## src/rtl/decimal_key_entry.sv

```systemverilog
// Decimal operand entry: turns debounced digit/clear/backspace/enter presses into a
// binary operand and offers it to the ALU over a valid/ready handshake.
module decimal_key_entry #(
  parameter  int NUM_DIGITS = 4,
  parameter  int WIDTH      = 14,
  localparam int CW         = $clog2(NUM_DIGITS + 1)
) (
  input  logic             clk,
  input  logic             rst_n,
  input  logic [9:0]       pb,
  input  logic             pb_clr,
  input  logic             pb_bksp,
  input  logic             pb_enter,
  output logic [WIDTH-1:0] value,
  output logic [CW-1:0]    digit_count,
  output logic             full,
  output logic [WIDTH-1:0] result,
  output logic             result_valid,
  input  logic             result_ready,
  output logic             err
);

  // Handshake: result is offered while result_valid is high and held stable;
  // the transfer happens on any rising edge where result_valid && result_ready.
  typedef enum logic {ST_ENTRY, ST_WAIT} state_t;

  state_t           r_state, w_state_nxt;
  logic [12:0]      r_prev;
  logic [12:0]      w_cur, w_press;
  logic [WIDTH-1:0] r_value, w_value_nxt;
  logic [WIDTH-1:0] r_result, w_result_nxt;
  logic [WIDTH-1:0] w_value_div;
  logic [CW-1:0]    r_count, w_count_nxt;
  logic             r_full;
  logic             r_valid, w_valid_nxt;
  logic             r_err, w_err_nxt;
  logic [3:0]       w_digit;
  logic             w_digit_any, w_digit_one;
  logic [WIDTH+3:0] w_ext, w_mac;

  assign w_cur   = {pb_enter, pb_bksp, pb_clr, pb};
  assign w_press = w_cur & ~r_prev;

  always_comb begin
    w_digit = '0;
    for (int i = 0; i < 10; i++) begin
      if (w_press[i]) w_digit = 4'(i);
    end
  end

  assign w_digit_any = |w_press[9:0];
  assign w_digit_one = $onehot(w_press[9:0]);

  // Shift-and-add x10 at WIDTH+4 bits; the WIDTH constraint keeps the top bits zero.
  assign w_ext       = {4'd0, r_value};
  assign w_mac       = (w_ext << 3) + (w_ext << 1) + {{WIDTH{1'b0}}, w_digit};
  assign w_value_div = r_value / WIDTH'(10);

  always_ff @(posedge clk or negedge rst_n) begin
    if (!rst_n) r_state <= ST_ENTRY;
    else        r_state <= w_state_nxt;
  end

  // Priority within ENTRY: clr > bksp > enter > digit; lower presses are dropped.
  always_comb begin
    w_state_nxt  = r_state;
    w_value_nxt  = r_value;
    w_count_nxt  = r_count;
    w_result_nxt = r_result;
    w_valid_nxt  = r_valid;
    w_err_nxt    = 1'b0;
    case (r_state)
      ST_ENTRY: begin
        if (w_press[10]) begin
          w_value_nxt = '0;
          w_count_nxt = '0;
        end else if (w_press[11]) begin
          if (r_count != '0) begin
            w_value_nxt = w_value_div;
            w_count_nxt = r_count - CW'(1);
          end
        end else if (w_press[12]) begin
          if (r_count != '0) begin
            w_result_nxt = r_value;
            w_value_nxt  = '0;
            w_count_nxt  = '0;
            w_valid_nxt  = 1'b1;
            w_state_nxt  = ST_WAIT;
          end else begin
            w_err_nxt = 1'b1;
          end
        end else if (w_digit_any) begin
          if (w_digit_one && (r_count < CW'(NUM_DIGITS))) begin
            w_value_nxt = WIDTH'(w_mac);
            w_count_nxt = r_count + CW'(1);
          end else begin
            w_err_nxt = 1'b1;
          end
        end
      end
      ST_WAIT: begin
        if (r_valid && result_ready) begin
          w_valid_nxt = 1'b0;
          w_state_nxt = ST_ENTRY;
        end
      end
      default: w_state_nxt = ST_ENTRY;
    endcase
  end

  always_ff @(posedge clk or negedge rst_n) begin
    if (!rst_n) begin
      r_prev   <= '0;
      r_value  <= '0;
      r_count  <= '0;
      r_full   <= 1'b0;
      r_result <= '0;
      r_valid  <= 1'b0;
      r_err    <= 1'b0;
    end else begin
      r_prev   <= w_cur;
      r_value  <= w_value_nxt;
      r_count  <= w_count_nxt;
      r_full   <= (w_count_nxt == CW'(NUM_DIGITS));
      r_result <= w_result_nxt;
      r_valid  <= w_valid_nxt;
      r_err    <= w_err_nxt;
    end
  end

  assign value        = r_value;
  assign digit_count  = r_count;
  assign full         = r_full;
  assign result       = r_result;
  assign result_valid = r_valid;
  assign err          = r_err;

endmodule
```

## config.mk

```make
export PLATFORM = sky130hd
export DESIGN_NAME = decimal_key_entry
export DESIGN_NICKNAME = d
export VERILOG_FILES = /design/src/rtl/decimal_key_entry.sv
export SDC_FILE = /design/constraint.sdc
export NUM_CORES = 1
export LEC_CHECK = 0
export BUFFER_PORTS_ARGS = -buffer_cell sky130_fd_sc_hd__buf_2
export CAP_MARGIN = 20
export CORE_MARGIN = 8
export CORE_UTILIZATION = 60
export DETAILED_ROUTE_END_ITERATION = 16
export PLACE_DENSITY = 0.86
export SLEW_MARGIN = 10
export SYNTH_ARGS = -nofsm -noshare
export SYNTH_HDL_FRONTEND = slang
export SYNTH_SLANG_ARGS = --single-unit
```

## constraint.sdc

```tcl
create_clock -name clk -period 5.9 [get_ports clk]
set_input_delay 0.885 -clock clk [delete_from_list [all_inputs] [get_ports clk]]
set_output_delay 0.885 -clock clk [all_outputs]
set_load 0.01 [all_outputs]
```

* Yosys cells after proc, flatten, opt, wreduce, memory -nomap -nowiden
Index checks and enable logic that the tools add are counted.
** Storage, ports and cells
- Register bits after elaboration :: 48
- Bits in latches :: 0
- RAM bits :: 0
- ROM bits :: 0
- Bits of input ports :: 16
- Output and inout bits :: 34
- Word-level logic and storage cells :: 89
- Memories kept :: 0
** Cells by class
- $add $sub $neg :: 13
- $mul :: 0
- Div/mod/pow operators :: 1
- Magnitude comparators :: 1
- Eq/ne operators :: 9
- Shift operators :: 0
- Muxes and demuxes :: 43
- Bitwise logic cells :: 5
- Reduce and logical (&&, ||, !) cells :: 9
** Operator list (count)
- 14-bit 2-to-1 mux :: 7
- 3-bit 2-to-1 mux :: 10
- 1-bit 2-to-1 mux :: 18
- 4-bit 2-to-1 mux :: 4
- 5-bit AND reduction :: 3
- 14-bit adder :: 1
- 14-bit by 4-bit adder with 14-bit output :: 1
- 14-bit by 4-bit divider with 14-bit output (second input constant) :: 1
- 13-bit AND :: 1
- 13-bit NOT :: 1
- 1-bit by 1-bit adder with 2-bit output :: 5
- 10-bit OR reduction :: 1
- 2-bit != test (second input constant) :: 4
- 4-bit nonzero test :: 2
- 2-bit by 2-bit adder with 3-bit output :: 2
- 3-bit by 2-bit != test with 1-bit output (second input constant) :: 2
- 3-bit by 3-bit adder with 4-bit output :: 1
- 4-bit by 2-bit adder with 4-bit output :: 1
- 4-bit by 1-bit equality test with 1-bit output (second input constant) :: 1
- 2-bit 2-to-1 mux :: 2
- 1-bit one-hot mux with 2 select lines :: 2
- 3-bit by 1-bit adder with 3-bit output (second input constant) :: 1
- 3-bit equality test (second input constant) :: 1
- 3-bit less-than comparator (second input constant) :: 1
- 5 further kinds :: 8

* Logic depth before layout (Yosys ltp)
Gate-level depths: netlist (run 1).
- Word-level depth :: 17
- Depth in mapped cells :: 21
- Mapped depth without buffers :: 21

* Worst setup path before layout (run 1)
No wires, ideal clock.
- Path type :: input port to flip-flop
- Start :: input pb[9]
- End :: register r_value[0] (netlist: value[0])
- Setup time :: 0.087 ns
- Arrival time :: 5.169 ns
- Data required time :: 5.813 ns
- Slack :: 0.644 ns
- Stages on the path :: 19
- Path buffers :: 0
- Cells stage by stage :: nor2b_1 fa_1 fa_1 inv_1 fa_1 inv_1 ha_1 inv_1 fa_1 a2111oi_0 a21o_1 nand3_1 nor3_1 a31oi_1 a21oi_1 nand2_1 a21oi_1 o211ai_1 a22oi_1
** Between the ends
- Cells in the longest elaborated chain, start to end :: 8
- Elaborated cells between the ends (all ways) :: 16
- Classes of those cells :: 3 x add/sub; 1 x eq/ne; 6 x mux; 1 x bitwise; 5 x reduce/logical
** RTL lines
- start, declared :: line 10 : input logic [9:0] pb,
- 13-bit AND * :: line 42 : assign w_press = w_cur & ~r_prev;
- 4-bit 2-to-1 mux :: line 47 : if (w_press[i]) w_digit = 4'(i);
- 14-bit by 4-bit adder with 14-bit output :: line 56 : assign w_mac = (w_ext << 3) + (w_ext << 1) + {{WIDTH{1'b0}}, w_digit};
- 14-bit 2-to-1 mux :: line 93 : if (w_digit_one && (r_count < CW'(NUM_DIGITS))) begin
- 14-bit 2-to-1 mux :: line 92 : end else if (w_digit_any) begin
- 14-bit 2-to-1 mux :: line 82 : end else if (w_press[12]) begin
- 14-bit 2-to-1 mux :: line 77 : end else if (w_press[11]) begin
- 14-bit 2-to-1 mux :: line 74 : if (w_press[10]) begin
- end signal, assigned :: line 122 : r_value <= w_value_nxt;
- end, declared :: line 30 : logic [WIDTH-1:0] r_value, w_value_nxt;
Every way passes the cells marked *; elsewhere a longest branch is shown, timed or not. The select of a mux whose other input is x is not followed.
A chain may end at the register's enable or synchronous reset.

* Worst setup path after layout (run 1)
- Start :: input pb[3]
- End :: register r_value[0] (netlist: value[0])
** Between the ends
- Cells in the longest elaborated chain, start to end :: 14
- Elaborated cells between the ends (all ways) :: 24
- Classes of those cells :: 5 x add/sub; 1 x eq/ne; 12 x mux; 1 x bitwise; 5 x reduce/logical
** RTL lines (line)
- 13-bit AND * :: 42
- 2-bit 2-to-1 mux :: 47
- 3-bit 2-to-1 mux (2 in series) :: 47
- 4-bit 2-to-1 mux (4 in series) :: 47
- 14-bit by 4-bit adder with 14-bit output :: 56
- 14-bit 2-to-1 mux :: 93
- 14-bit 2-to-1 mux :: 92
- 14-bit 2-to-1 mux :: 82
- 14-bit 2-to-1 mux :: 77
- 14-bit 2-to-1 mux :: 74
Marked as above.

==> results of run 1 <==
## synth_stat cells (11+ instances only)
| cell type | count |
|---|---|
| sky130_fd_sc_hd__nor2b_1 | 11 |
| sky130_fd_sc_hd__a21oi_1 | 29 |
| sky130_fd_sc_hd__inv_1 | 37 |
| sky130_fd_sc_hd__clkbuf_1 | 16 |
| sky130_fd_sc_hd__nand2_1 | 46 |
| sky130_fd_sc_hd__nor2_1 | 27 |
| sky130_fd_sc_hd__xnor2_1 | 15 |
| sky130_fd_sc_hd__o22ai_1 | 12 |
| sky130_fd_sc_hd__dfrtp_1 | 48 |
| sky130_fd_sc_hd__ha_1 | 29 |
| sky130_fd_sc_hd__nand2b_1 | 12 |
| sky130_fd_sc_hd__o21ai_0 | 34 |
| sky130_fd_sc_hd__nand3_1 | 13 |
| sky130_fd_sc_hd__nor3_1 | 15 |
## logic make-up after synthesis
logic type,Yosys count,synth area share
compound gates,156,0.261
simple gates,155,0.191
buf+inv,67,0.0689
flops,48,0.285
fa+ha+maj,42,0.137
xor+xnor,19,0.0395
mux,6,0.0181
## worst paths after layout
kind	startpoint	to	slack, ns	cells after the start
setup / recovery	pb[3]	value[0]	0.43	21
hold / removal	rst_n	r_prev[8]	0.43	1
setup reg to reg	r_prev[9]	value[0]	0.75	20
hold reg to reg	result[8]	result[8]	0.48	2
max in group asynchronous	rst_n	full	4.99	2
min in group clk	result[8]	result[8]	0.48	2
## routing by layer
metal,GRT usage,vias to the layer above
met4,0.0722,0
li1,-,1853
met1,0.274,1889
met3,0.0388,18
met5,0,-
met2,0.372,163
## area by class of cell
type	count	area share
clock buffer	6	0.0158
timing repair buffer	53	0.0628
tap	96	0.0262
sequential	48	0.262
inverter	38	0.0311
clock inverter	2	0.00765
multi-input combinational	378	0.594
## state kept, by name, indices dropped and copies added, names as in the netlist
register / flops
result_valid: 1
value: 14
r_state: 1
r_prev: 13
digit_count: 3
full: 1
result: 14
err: 1
## stage by stage
stage / cells / util / instance area (sq um) / worst slack [ns]
6_report: 621 / 0.674 / 4580 / 0.431
5_1_grt: 621 / 0.674 / 4580 / 0.0186
4_1_cts: 620 / 0.671 / 4560 / 0.466
3_5_place_dp: 612 / 0.656 / 4450 / 0.306
3_3_place_gp: 612 / 0.656 / 4450 / 0.504
2_1_floorplan: 493 / - / 4210 / 0.644
==> run summary, run 1 <==
RUN STATUS
---------------------------------------------------------------------------------
Outcome                                                              finished clean

YOSYS
---------------------------------------------------------------------------------
Number of synthesized register bits                                            48
Mapped Area                                                            4210 sq um
Yosys warns                                                                     0
Syn nets                                                                      546
Cell taking the most area after synthesis                            sky130_fd_sc_hd__dfrtp_1
Register area share after synthesis                                         0.285
Leading cell types by total area after synthesis                     sky130_fd_sc_hd__dfrtp_1 29%, sky130_fd_sc_hd__ha_1 8.6%, sky130_fd_sc_hd__nand2_1 4.1%
Synth unique cells                                                             74
Ys async rst share                                                           1.00
Fraction of post-synthesis cell area in the top cell type by area           0.285
EDFF count, synth                                                               0
Gate count of the mapped netlist                                              493
Most instantiated flip-flop cell in the synthesis netlist            sky130_fd_sc_hd__dfrtp_1
Post-Synthesis Mean Instance Area                                      8.55 sq um

FLOORPLAN
---------------------------------------------------------------------------------
Die W                                                                99.8 microns
Core Area                                                              6790 sq um
Die height                                                           99.8 microns
Io pins                                                                        50
Total number of placement rows                                                 30
Total Die Area                                                         9960 sq um
Starting density of the core                                                0.620

FINAL LAYOUT
---------------------------------------------------------------------------------
Number of inserted filler cells in the final layout                           536
Ant. Diodes                                                                     0
Area delta synth->final                                                     8.73%
Leading cell type in the layout, fill and taps excluded              sky130_fd_sc_hd__buf_2
Combined flip-flop and latch cell area                                 1200 sq um
Leading cell types in the layout, fill and taps excluded             49 x sky130_fd_sc_hd__buf_2, 48 x sky130_fd_sc_hd__dfrtp_1, 46 x sky130_fd_sc_hd__nand2_1
Share of layout cells above drive strength 1                                0.149
Area of the multi-input gates                                          2720 sq um
Total Nets Final                                                              577

TIMING
---------------------------------------------------------------------------------
Final Max Tran Viols                                                            0
Setup total negative slack                                                   0 ns
Slew headroom                                                               0.337
Final hold slack                                                         0.434 ns
Transition time of the tightest slew-check pin                           0.995 ns
Post-route fraction of the period consumed by the critical path             0.927
Clock skew                                                              0.0138 ns
Post-layout minimum cycle time                                            5.47 ns
Setup violators final                                                           0
Peak clock frequency supported by timing                                  183 MHz
Setup repair after global routing missed its margin                         false
Endpoints failing hold                                                          0

CLOCK TREE
---------------------------------------------------------------------------------
Sinks on the clock net                                                         48
Number of CTS-inserted buffers                                                  5
CTS hold repair buffers                                                         0
Clock root buffer                                                    sky130_fd_sc_hd__clkbuf_8
Clock tree from TritonCTS                                                    done
Insertion delay to the later sink of the worst-skew pair                  0.31 ns
Clk slew on worst S/H paths                                               0.09 ns
Post-CTS Setup Bufs                                                             0
H-tree depth reported by CTS                                                    2
Clk buf depth                                                                   2
Quantity of gates resized following cts                                         0

DETAILED ROUTING
---------------------------------------------------------------------------------
Total via count after detailed routing                                       3923
Detailed Route WL                                                    10800 microns
Per-cell routed wire length                                          17.4 microns
Post-route antenna net violation count                                          0
Routed vias/inst                                                             6.32
Total met3 wirelength after detailed routing                          780 microns
DRT iter0 DRCs                                                                378
Met2 Wirelength                                                      5300 microns
Total DRC errors in the routed layout                                           0
Topmost layer with routed signal wires                                       met4
Wire length on met1                                                  4560 microns
Number of iterations in the first detailed-routing pass                         7

WORST HOLD PATH
---------------------------------------------------------------------------------
Path class of the lowest-slack min-delay path                            in2async

GLOBAL ROUTING
---------------------------------------------------------------------------------
Initial antenna violation count                                                 0
Pin count of the biggest net entering global routing                           49
Wire length of the first global-routing pass                         18100 microns
Global router's overall resource usage                                      0.219
GR Overflow Total                                                               0
Via count of the first global-routing pass                                   3809

SETUP PATH
---------------------------------------------------------------------------------
Worst path slowest cell                                              sky130_fd_sc_hd__fa_1
Delay of the slowest cell on the worst path                               0.53 ns
Worst EP arrival                                                          5.69 ns
Critical path class                                                        in2reg
Crit-path leading delay family                                        adder cells
Data required, critical path                                              6.12 ns
Crit-path cells                                                      buf_2 > nor2b_1 > fa_1 > fa_1 > inv_1 > fa_1 > inv_1 > ha_1 > inv_1 > fa_1 > a2111oi_0 > a21o_1 > nand3_1 > nor3_1 > a31oi_1 > a21oi_1 > buf_4 > nand2_1 > a21oi_1 > o211ai_1 > a22oi_1
Setup crit end kind                                                     flip-flop
Most repeated library cell on the critical path                      sky130_fd_sc_hd__fa_1
Nature of the critical path startpoint                                  input pin
Maximum net fanout on the critical path                                        19
Number of buffer and inverter instances along the worst setup path              5

PLACE
---------------------------------------------------------------------------------
Detailed placement HPWL                                              7580 microns
Routability congestion estimate from global placement                       0.958
Port bufs                                                                      49

FLOW RUN
---------------------------------------------------------------------------------
Max_cap viols                                                                   0

Power of run 1 is left out: the tool's default activity adds up to more than one toggle a clock period on the data nets, which glitch-free logic cannot reach.
==> run 2, diff against run 1 <==
- CELL_PAD_IN_SITES_DETAIL_PLACEMENT: default -> 2
- CELL_PAD_IN_SITES_GLOBAL_PLACEMENT: default -> 2
- CORE_UTILIZATION: 60 -> 36
- HOLD_SLACK_MARGIN: default -> 0.02
==> run 2 against run 1 <==
  * Hold slack better by 0.053 ns
  * Global-route usage down 1.2 points
  * Count of clock-buffer cells in the layout down 1
  * Critical path depth down 1
==> run summary, run 2 (synthesis results as in run 1) <==
DETAILED ROUTING
------------------------------------------------------------------------------
Per-cell routed wire length                                       23.1 microns
Detailed Route WL                                                 15500 microns
Post-route antenna net violation count                                       0
Total via count after detailed routing                                    4064
DRT iter0 DRCs                                                             184
Total DRC errors in the routed layout                                        0
Routed vias/inst                                                          6.07
Number of iterations in the first detailed-routing pass                      4

SETUP PATH
------------------------------------------------------------------------------
Start of the worst register-to-register path                         value[13]
Nature of the critical path startpoint                               input pin
Critical path class                                                     in2reg
Setup slack, reg-to-reg                                                0.73 ns
R2R depth                                                                   14
Data required, critical path                                           6.11 ns
Setup crit end kind                                                  flip-flop
Worst EP arrival                                                       5.67 ns
Maximum net fanout on the critical path                                      5
Reg-to-reg critical path endpoint                                     value[0]

CLOCK TREE
------------------------------------------------------------------------------
Clk buf depth                                                                2
H-tree depth reported by CTS                                                 2
Sinks on the clock net                                                      48
Number of CTS-inserted buffers                                               5
Clk slew on worst S/H paths                                            0.07 ns
Insertion delay to the later sink of the worst-skew pair               0.30 ns
Clock root buffer                                                 sky130_fd_sc_hd__clkbuf_16
Clock tree from TritonCTS                                                 done
Post-CTS Setup Bufs                                                          0

GLOBAL ROUTING
------------------------------------------------------------------------------
Global router's overall resource usage                                   0.207
Met1 usage                                                               0.247
Initial antenna violation count                                              0
Wire length of the first global-routing pass                      25000 microns
GR Util met2                                                             0.366
Fraction of met3 tracks used by global routing                          0.0317
Via count of the first global-routing pass                                4638
Most Used Layer, Global Route                                             met2
Pin count of the biggest net entering global routing                        49
GR Overflow Total                                                            0

FINAL LAYOUT
------------------------------------------------------------------------------
Core Util, Final                                                         0.415
Share of layout cells above drive strength 1                             0.156
Total Nets Final                                                           579
Area of the multi-input gates                                       2730 sq um
Ant. Diodes                                                                  0
Combined flip-flop and latch cell area                              1200 sq um
Area delta synth->final                                                  12.4%
Number of inserted filler cells in the final layout                       1286
Leading cell types in the layout, fill and taps excluded          48 x sky130_fd_sc_hd__dfrtp_1, 48 x sky130_fd_sc_hd__buf_2, 46 x sky130_fd_sc_hd__nand2_1

RUN STATUS
------------------------------------------------------------------------------
Outcome                                                           finished clean

WORST HOLD PATH
------------------------------------------------------------------------------
Start point of the worst min-delay path                              result[8]
Number of stages on the worst hold path                                      2
Worst Hold End                                                       result[8]
Path class of the lowest-slack min-delay path                          reg2reg

TIMING
------------------------------------------------------------------------------
Post-route fraction of the period consumed by the critical path          0.925
Transition time of the tightest slew-check pin                        0.875 ns
Worst-case setup margin in the final layout                           0.440 ns
Post-layout minimum cycle time                                         5.46 ns
Setup total negative slack                                                0 ns
Endpoints failing hold                                                       0
Final Max Tran Viols                                                         0
Slew headroom                                                            0.417
Peak clock frequency supported by timing                               183 MHz
Setup violators final                                                        0
Setup repair after global routing missed its margin                      false
Clock skew                                                          0.00674 ns

FLOORPLAN
------------------------------------------------------------------------------
Die height                                                         124 microns
Io pins                                                                     50
Total number of placement rows                                              39
Starting density of the core                                             0.369
Total Die Area                                                     15400 sq um
Die W                                                              124 microns
Core Area                                                          11400 sq um

PLACE
------------------------------------------------------------------------------
Detailed placement HPWL                                           11400 microns
Routability congestion estimate from global placement                    0.866
Dpl ws                                                               0.0616 ns
Port bufs                                                                   49

FLOW RUN
------------------------------------------------------------------------------
Max_cap viols                                                                0

run 2: changes by cell type in the layout (fill, tap and decap cells not counted), sizes merged:
cell    previous run  this run
clkinv             2         1
clkbuf             6         5
inv               37        38
buf               53        55
bufinv             1         2
run 2: layout make-up:
cell class | count | share of cell area
clock buffers | 5 | 0.0264
clock inverters | 3 | 0.0145
inverters | 38 | 0.0301
multi-input cells | 378 | 0.576
flip-flops and latches | 48 | 0.254
well taps | 143 | 0.0378
repair buffers | 55 | 0.0618
run 2: timing repair:
action,CTS,global route
resized for setup,0,1
setup endpoints to repair,0,1
hold buffers,0,0
run 2: critical path, cell delays in order:
cell and delay, ns:
sky130_fd_sc_hd__buf_2 0.08, sky130_fd_sc_hd__nor2b_1 0.34, sky130_fd_sc_hd__fa_1 0.49, sky130_fd_sc_hd__fa_1 0.50, sky130_fd_sc_hd__inv_1 0.06, sky130_fd_sc_hd__fa_1 0.43
sky130_fd_sc_hd__inv_1 0.07, sky130_fd_sc_hd__ha_1 0.15, sky130_fd_sc_hd__inv_1 0.06, sky130_fd_sc_hd__fa_1 0.39, sky130_fd_sc_hd__a2111oi_0 0.49, sky130_fd_sc_hd__a21o_1 0.15
sky130_fd_sc_hd__nand3_1 0.14, sky130_fd_sc_hd__nor3_1 0.22, sky130_fd_sc_hd__a31oi_1 0.17, sky130_fd_sc_hd__a21oi_2 0.31, sky130_fd_sc_hd__nand2_1 0.20, sky130_fd_sc_hd__a21oi_1 0.22
sky130_fd_sc_hd__o211ai_1 0.13, sky130_fd_sc_hd__a22oi_1 0.21
run 2: worst max-delay path by stage:
stage               startpoint       end  cells after the start
finish                   pb[9]  value[0]                     20
global route             pb[9]  value[0]                     20
CTS                      pb[9]  value[0]                     20
detailed placement       pb[9]  value[0]                     20
global placement         pb[9]  value[0]                     20
floorplan                pb[9]  value[0]                     19
run 2: per-stage QoR:
stage | hold slack [ns] | cell area, sq um | cells
floorplan | 0.516 | 4210 | 493
global placement | 0.455 | 4530 | 661
detailed placement | 0.471 | 4530 | 661
CTS | 0.488 | 4720 | 669
global route | 0.519 | 4740 | 670
finish | 0.487 | 4740 | 670
run 2: per-layer routing:
layer,vias up,share of wire
met4,0,0.033
li1,1853,-
met2,90,0.50
met1,2081,0.43
met5,-,0
met3,40,0.035
Power of run 2 is left out for the same reason.
